==> src/rtl/hazard_pkg.sv <==
// Shared types for the pipeline hazard controller.
// Holds the control FSM state encoding and the hard-wired zero register.
package hazard_pkg;

    typedef enum logic [1:0] {
        RUN      = 2'd0,
        MEM_WAIT = 2'd1,
        ERROR    = 2'd2
    } state_t;

    localparam logic [4:0] REG_ZERO = 5'd0;

endpackage

==> src/rtl/sat_counter.sv <==
// Saturating up-counter with asynchronous active-low clear.
// Holds at all-ones instead of wrapping.
module sat_counter #(
    parameter int W = 16
) (
    input  logic         clk,
    input  logic         rst_n,
    input  logic         inc,
    output logic [W-1:0] count
);

    always_ff @(posedge clk or negedge rst_n) begin
        if (!rst_n) begin
            count <= '0;
        end else if (inc && (count != '1)) begin
            count <= count + W'(1);
        end
    end

endmodule

==> src/rtl/pipeline_hazard_ctrl.sv <==
// Hazard control for a 5-stage pipeline: load-use stalls, branch
// flushes, data-memory freeze with timeout error, stall statistics.
module pipeline_hazard_ctrl
    import hazard_pkg::*;
#(
    parameter int MEM_TIMEOUT = 15,
    parameter int STALL_CNT_W = 16
) (
    input  logic                   clk,
    input  logic                   rst_n,
    input  logic [4:0]             id_rs,
    input  logic [4:0]             id_rt,
    input  logic                   id_uses_rt,
    input  logic                   id_ex_mem_read,
    input  logic [4:0]             id_ex_dest_reg,
    input  logic                   branch_taken,
    input  logic                   mem_req,
    input  logic                   mem_ready,
    input  logic                   err_clear,
    output logic                   pc_write,
    output logic                   if_id_write,
    output logic                   id_ex_write,
    output logic                   ex_mem_write,
    output logic                   if_id_flush,
    output logic                   id_ex_bubble,
    output logic                   mem_error,
    output logic [STALL_CNT_W-1:0] stall_count
);

    localparam int WCW = $clog2(MEM_TIMEOUT + 1);
    localparam logic [WCW-1:0] WAIT_LAST = WCW'(MEM_TIMEOUT - 1);

    state_t         state;
    logic [WCW-1:0] wait_cnt;
    logic           load_use;
    logic           mem_stall;
    logic           run_like;

    assign load_use = id_ex_mem_read
                   && (id_ex_dest_reg != REG_ZERO)
                   && ((id_ex_dest_reg == id_rs)
                    || (id_uses_rt && (id_ex_dest_reg == id_rt)));

    assign mem_stall = (state == RUN) && mem_req && !mem_ready;

    // The release cycle of a wait behaves as a normal RUN cycle, so a
    // branch held in EX through the freeze is flushed on exit.
    assign run_like = (state == RUN)
                   || ((state == MEM_WAIT) && mem_ready);

    always_comb begin
        pc_write     = 1'b1;
        if_id_write  = 1'b1;
        id_ex_write  = 1'b1;
        ex_mem_write = 1'b1;
        if_id_flush  = 1'b0;
        id_ex_bubble = 1'b0;
        mem_error    = 1'b0;
        if (!rst_n) begin
            mem_error = 1'b0;
        end else if (state == ERROR) begin
            pc_write     = 1'b0;
            if_id_write  = 1'b0;
            id_ex_write  = 1'b0;
            ex_mem_write = 1'b0;
            mem_error    = 1'b1;
        end else if (!run_like || mem_stall) begin
            pc_write     = 1'b0;
            if_id_write  = 1'b0;
            id_ex_write  = 1'b0;
            ex_mem_write = 1'b0;
        end else if (branch_taken) begin
            if_id_flush  = 1'b1;
            id_ex_bubble = 1'b1;
        end else if (load_use) begin
            pc_write     = 1'b0;
            if_id_write  = 1'b0;
            id_ex_bubble = 1'b1;
        end
    end

    always_ff @(posedge clk or negedge rst_n) begin
        if (!rst_n) begin
            state    <= RUN;
            wait_cnt <= '0;
        end else begin
            unique case (state)
                RUN: begin
                    wait_cnt <= '0;
                    if (mem_stall) state <= MEM_WAIT;
                end
                MEM_WAIT: begin
                    if (mem_ready) begin
                        state    <= RUN;
                        wait_cnt <= '0;
                    end else if (wait_cnt == WAIT_LAST) begin
                        state    <= ERROR;
                        wait_cnt <= '0;
                    end else begin
                        wait_cnt <= wait_cnt + WCW'(1);
                    end
                end
                ERROR: begin
                    if (err_clear) state <= RUN;
                end
                default: begin
                    state    <= RUN;
                    wait_cnt <= '0;
                end
            endcase
        end
    end

    sat_counter #(
        .W(STALL_CNT_W)
    ) u_stall_cnt (
        .clk   (clk),
        .rst_n (rst_n),
        .inc   (!pc_write),
        .count (stall_count)
    );

endmodule

==> config.mk <==
export PLATFORM = sky130hd
export DESIGN_NAME = pipeline_hazard_ctrl
export DESIGN_NICKNAME = d
export VERILOG_FILES = /design/src/rtl/hazard_pkg.sv /design/src/rtl/sat_counter.sv /design/src/rtl/pipeline_hazard_ctrl.sv
export SDC_FILE = /design/constraint.sdc
export NUM_CORES = 1
export LEC_CHECK = 0
export CORE_MARGIN = 10
export CORE_UTILIZATION = 47
export DETAILED_ROUTE_END_ITERATION = 10
export PLACE_DENSITY = 0.89
export REMOVE_ABC_BUFFERS = 1
export SKIP_LAST_GASP = 1
export SLEW_MARGIN = 5
export SYNTH_ARGS = -nofsm -noshare
export SYNTH_HDL_FRONTEND = slang
export SYNTH_SLANG_ARGS = --single-unit
==> constraint.sdc <==
create_clock -name clk -period 4.38 [get_ports clk]
set_input_delay 1.314 -clock clk [delete_from_list [all_inputs] [get_ports clk]]
set_output_delay 1.314 -clock clk [all_outputs]
set_load 0.01 [all_outputs]
== Word-level counts from Yosys, hierarchy flattened ==
Index checks and enable logic that the tools add are counted.

* Add/sub/neg operators: 2
* Eq/ne operators: 9
* Reductions and logical operators: 16
* Muxes and demuxes: 27

{| class="wikitable"
|+ Operator list
! operator !! count
|-
| 1-bit two-way mux || 19
|-
| 16-bit by 1-bit adder with 16-bit output (second input constant) || 1
|-
| 16-bit != test (second input constant) || 1
|-
| 5-bit equality test || 2
|-
| 2-bit two-way mux || 4
|-
| 4-bit two-way mux || 2
|-
| 4-bit one-hot mux with 2 select lines || 1
|-
| 1-bit logical AND || 7
|-
| 2-bit one-hot mux with 3 select lines || 1
|-
| 5-bit nonzero test || 1
|-
| 4-bit by 1-bit adder with 4-bit output (second input constant) || 1
|-
| 4-bit equality test (second input constant) || 1
|-
| 2-bit != test (second input constant) || 2
|-
| 1-bit logical NOT || 3
|-
| 1-bit logical OR || 3
|-
| 3-bit by 2-bit != test with 1-bit output (second input constant) || 1
|-
| 3-bit AND reduction || 1
|-
| 2-bit by 1-bit equality test with 1-bit output (second input constant) || 1
|-
| 2-bit equality test (second input constant) || 1
|-
| 2-bit logical NOT || 1
|}

* Logic and storage cells: 57
* Output and inout bits: 23
* Flip-flop bits (word level): 22
* Input bits: 23

== Logic depth before layout (Yosys ltp) ==
Gate-level depths: netlist of the first run.

* Word-level depth: 11
* Depth in mapped cells: 8
* Depth with buffers taken out: 7

== Cells and area by module ==
A second synthesis of the first run with hierarchy kept.

* Cell total of the unflattened synthesis: 129
* Area, all modules: 1383.8 um^2

{| class="wikitable"
|+ Modules (own cells, without submodules)
! module !! instances !! cells an instance !! area each (um^2) !! seq. area each (um^2)
|-
| sat_counter || 1 || 72 || 859.6 || 400.4
|-
| pipeline_hazard_ctrl || 1 || 57 || 524.3 || 150.1
|}

== Worst setup path before layout of the first run ==
No wires, ideal clock.

* Kind: input port to output port
* From: input port id_ex_dest_reg[3]
* To: output port pc_write
* Buffers on the path: 1
* Required time: 3.066 ns
* Stages on the path: 6
* Data arrival time: 2.496 ns
* Slack: 0.570 ns
* Path through: xor2_1 -> nor4_1 -> a32oi_1 -> o31ai_4 -> nand2_1 -> buf_4

* Cells in the longest elaborated chain, start to end: 9
* Elaborated cells between the ends (all ways): 12
* Those cells by class: 2 x eq/ne; 5 x mux; 5 x reduce/logical

{| class="wikitable"
|+ Ends and longest elaborated chain
! element !! RTL line !! text
|-
| from (decl) || pipeline_hazard_ctrl.sv:15 || <nowiki>input logic [4:0] id_ex_dest_reg,</nowiki>
|-
| 5-bit equality test || pipeline_hazard_ctrl.sv:42 || <nowiki>|| (id_uses_rt && (id_ex_dest_reg == id_rt)));</nowiki>
|-
| 1-bit logical AND || pipeline_hazard_ctrl.sv:42 ||
|-
| 1-bit logical OR || pipeline_hazard_ctrl.sv:42 ||
|-
| 1-bit logical AND * || pipeline_hazard_ctrl.sv:41 || <nowiki>&& ((id_ex_dest_reg == id_rs)</nowiki>
|-
| 1-bit two-way mux * (5 in a row) || n/a ||
|-
| to (decl) || pipeline_hazard_ctrl.sv:20 || <nowiki>output logic pc_write,</nowiki>
|}

Every way passes the cells marked *; elsewhere a longest branch is shown, timed or not.

== Worst setup path in the final report of the first run ==
* From: input port id_rt[3]
* To: output port pc_write

* Cells in the longest elaborated chain, start to end: 9

{| class="wikitable"
|+ Ends and longest elaborated chain
! element !! RTL line !! text
|-
| from (decl) || pipeline_hazard_ctrl.sv:12 || <nowiki>input logic [4:0] id_rt,</nowiki>
|-
| 5-bit equality test || pipeline_hazard_ctrl.sv:42 ||
|-
| 1-bit logical AND || pipeline_hazard_ctrl.sv:42 ||
|-
| 1-bit logical OR || pipeline_hazard_ctrl.sv:42 ||
|-
| 1-bit logical AND || pipeline_hazard_ctrl.sv:41 ||
|-
| 1-bit two-way mux || pipeline_hazard_ctrl.sv:75 || <nowiki>end else if (load_use) begin</nowiki>
|-
| 1-bit two-way mux || pipeline_hazard_ctrl.sv:72 || <nowiki>end else if (branch_taken) begin</nowiki>
|-
| 1-bit two-way mux || pipeline_hazard_ctrl.sv:67 || <nowiki>end else if (!run_like || mem_stall) begin</nowiki>
|-
| 1-bit two-way mux || pipeline_hazard_ctrl.sv:61 || <nowiki>end else if (state == ERROR) begin</nowiki>
|-
| 1-bit two-way mux || pipeline_hazard_ctrl.sv:59 || <nowiki>if (!rst_n) begin</nowiki>
|}

No other way between the ends.

==> results of run 1 <==
==> placed cells by master, fill, tap and decap left out, types with 2 or more instances in the layout <==
master | Yosys | final
buf_4 | 2 | 9
clkbuf_4 | 0 | 3
xor2_1 | 21 | 21
nand2_1 | 12 | 12
inv_1 | 2 | 2
dfrtp_1 | 22 | 22
nand3_1 | 7 | 7
nor3_2 | 1 | 2
nand2b_1 | 2 | 2
o21ai_0 | 6 | 6
clkdlybuf4s50_1 | 0 | 39
clkbuf_2 | 0 | 2
nand4_1 | 4 | 4
nor3_1 | 3 | 2
dlymetal6s2s_1 | 0 | 2
xnor2_1 | 4 | 4
nor2_1 | 19 | 19
nor2b_1 | 2 | 2
ha_1 | 3 | 3
==> registers in the layout (all words and copies together), names as in the netlist <==
signal,flops
wait_cnt,4
state,2
u_stall_cnt.count,16
==> stage by stage <==
step                instance area [µm²]  worst slack, ps
floorplan                          1220              694
global placement                   1760             -231
detailed placement                 1760             -344
CTS                                1840             -104
global route                       1840             6.10
finish                             1840              100
==> cell families after synthesis <==
logic type	count (synthesis)	synth area share (%)
mux	1	1.20
buf+inv	5	2.71
compound gates	14	8.62
fa+ha+maj	3	3.01
simple gates	58	22.8
xor+xnor	25	17.5
flops	22	44.1
==> final cells by class <==
cell class                 count  area [µm²]
multi-input combinational    101         687
fill                         175         658
sequential                    22         551
timing repair buffer          54         507
tap                           30        37.5
clock inverter                 1        30.0
clock buffer                   3        22.5
inverter                       2        7.51
==> critical path: stages <==
cell	delay [ps]
clkdlybuf4s50_1	420
xor2_1	160
nor4_2	310
a32oi_2	160
buf_4	160
o31ai_4	180
nand2_1	110
buf_2	150
==> worst max-delay path by stage <==
| stage | to | slack (ps) | depth (start not counted) |
|---|---|---|---|
| after floorplan | if_id_write | 690 | 5 |
| after global placement | id_ex_bubble | -230 | 6 |
| after detailed placement | if_id_write | -340 | 7 |
| after CTS | if_id_write | -100 | 8 |
| after global routing | pc_write | 6 | 8 |
| final | pc_write | 100 | 8 |
==> power breakdown <==
group / switching, mW / leakage, nW / internal (mW)
Clock: 0.0669 / 0.0279 / 0.0927
Sequential: 0.0372 / 0.296 / 0.231
Combinational: 0.0927 / 0.530 / 0.114
Total: 0.197 / 0.854 / 0.438
==> routing by layer <==
metal / wire length (µm) / part of all wire, %
met1: 1260 / 39
met2: 1710 / 52
met4: 57 / 1.7
met3: 238 / 7.3
met5: 0 / 0
==> synthesized netlist by cell type, drive strengths merged <==
master,count,area (µm²)
nor3,4,25.0
or2,1,6.26
mux2,1,15.0
a21boi,1,7.51
and4,1,8.76
nand4,4,25.0
a31o,1,8.76
nand2,12,45.0
nand3,8,45.0
and3,1,6.26
xor2,21,184
xnor2,4,35.0
nor2,19,71.3
o211a,1,10.0
nand3b,1,7.51
nor4,1,6.26
o21ai,7,35.0
or4,1,7.51
nor2b,2,12.5
and2,1,6.26
ha,3,37.5
dfrtp,22,551
a311oi,1,8.76
buf,3,26.3
o31ai,2,28.8
nand2b,2,12.5
inv,2,7.51
a32oi,1,8.76
==> timing repair <==
| action | in CTS | in global routing |
|---|---|---|
| cloned | 0 | 0 |
| hold buffers | 0 | 0 |
| gates resized for setup | 11 | 6 |
| endpoints found under the setup margin | 3 | 3 |
| pin swaps | 4 | 3 |
| buffers inserted | 3 | 0 |
==> results.sh, run 1 <==
export IMPL_synthToLayoutAreaGrowth_pct=47.5
export IMPL_ant_nets=0
export IMPL_dr_total_vias=1117
export IMPL_reg2reg_slack_ps=2160
export IMPL_dp_cells=206
export IMPL_grt_pass1_vias=1272
export IMPL_antenna_found_initial=0
export IMPL_worstMarginPinSlew_ps=637
export IMPL_power_density_nw_per_um2=344
export IMPL_core_area_um2=2500
export IMPL_cts_buffer_depth=2
export IMPL_clk_pin_slew_worst_paths_ps=130
export IMPL_use_met1_pct=13.7
export IMPL_grt_pass1_wl_um=5660
export IMPL_grt_max_degree=26
export IMPL_drv_cap=0
export IMPL_finalHoldViolations=0
export IMPL_clock_sinks=22
export IMPL_p_leak_nw=0.854
export IMPL_drt_iter0_markers=40
export IMPL_critPathCaptureType="output pin"
export IMPL_netlist_instances=128
export IMPL_hp_class="reg2reg"
export IMPL_worstPathRequired_ps=3070
export IMPL_fp_dieArea_um2=5120
export IMPL_num_rows=18
export IMPL_drt_wirelength_per_cell_um=15.3
export IMPL_grt_use_met2_pct=23.5
export IMPL_start_kind="input pin"
export IMPL_ioPinCount=46
export IMPL_numCtsBuffers=3
export IMPL_cts_tree="yes"
export IMPL_ys_types=33
export IMPL_hold_start="wait_cnt[3]$_DFFE_PN0N_"
export IMPL_power_total_uw=634
export IMPL_drive_gt1_share_pct=14.2
export IMPL_die_y_um=71.5
export IMPL_fin_crit_ps=4280
export IMPL_htree_levels=1
export IMPL_r2r_start="u_stall_cnt.count[0]$_DFFE_PN0P_"
export IMPL_nets=210
export IMPL_grt_setup_unrepaired="false"
export IMPL_root_buffer="clkbuf_4"
export IMPL_antennaDiodeCount=0
export IMPL_fmaxAchievable_mhz=234
export IMPL_holdPathEnd="wait_cnt[3]$_DFFE_PN0N_"
export IMPL_place_congestion=0.754
export IMPL_grt_util_all_layers_pct=13.4
export IMPL_busiest_layer="met2"
export IMPL_place_hpwl_um=2590
export IMPL_ys_seq_area_share_pct=44.1
export IMPL_finalCritPeriodShare_pct=97.7
export IMPL_netlist_area_um2=1250
export IMPL_hold_ws_ps=495
export IMPL_grt_overflow=0
export IMPL_outcome="complete, no violations"
export IMPL_r2r_cells=6
export IMPL_slew_viol_final=0
export IMPL_crit_start="id_rt[3]"
export IMPL_vias_per_cell=5.24
export IMPL_drc=0
export IMPL_ys_warn_count=0
export IMPL_hold_depth=1
export IMPL_ir_drop_v=0.000317
export IMPL_timing_setup_tns_ps=0
export IMPL_path_class="in2out"
export IMPL_finClkSkew_ps=1.46
export IMPL_timing_rr_end="u_stall_cnt.count[1]$_DFFE_PN0P_"
export IMPL_fin_cells=213
export IMPL_met3_usage_pct=4.96
export IMPL_critPathMaxFanout=2
export IMPL_worst_ep_arrival_time_ps=2970
export IMPL_die_x_um=71.5
export IMPL_ys_ff_latch=22
export IMPL_relSlewSlack_pct=57.2
export IMPL_setup_violations=0
export IMPL_clock_latency_ps=320
export IMPL_syn_area_per_cell_um2=9.76
export IMPL_finish_utilization_pct=73.7
export IMPL_first_pass_iters=4
export IMPL_routed_wirelength_um=3260
export IMPL_initial_core_util_pct=49.9
export IMPL_io_buffer_count=45
(Power assumes the default switching activity.)
==> inputs of run 2 (changes only) <==
Settings changed: CTS_CLUSTER_SIZE set to 25.
==> results of run 2 <==
Final layout, timing and power as in run 1 (identical DEF).
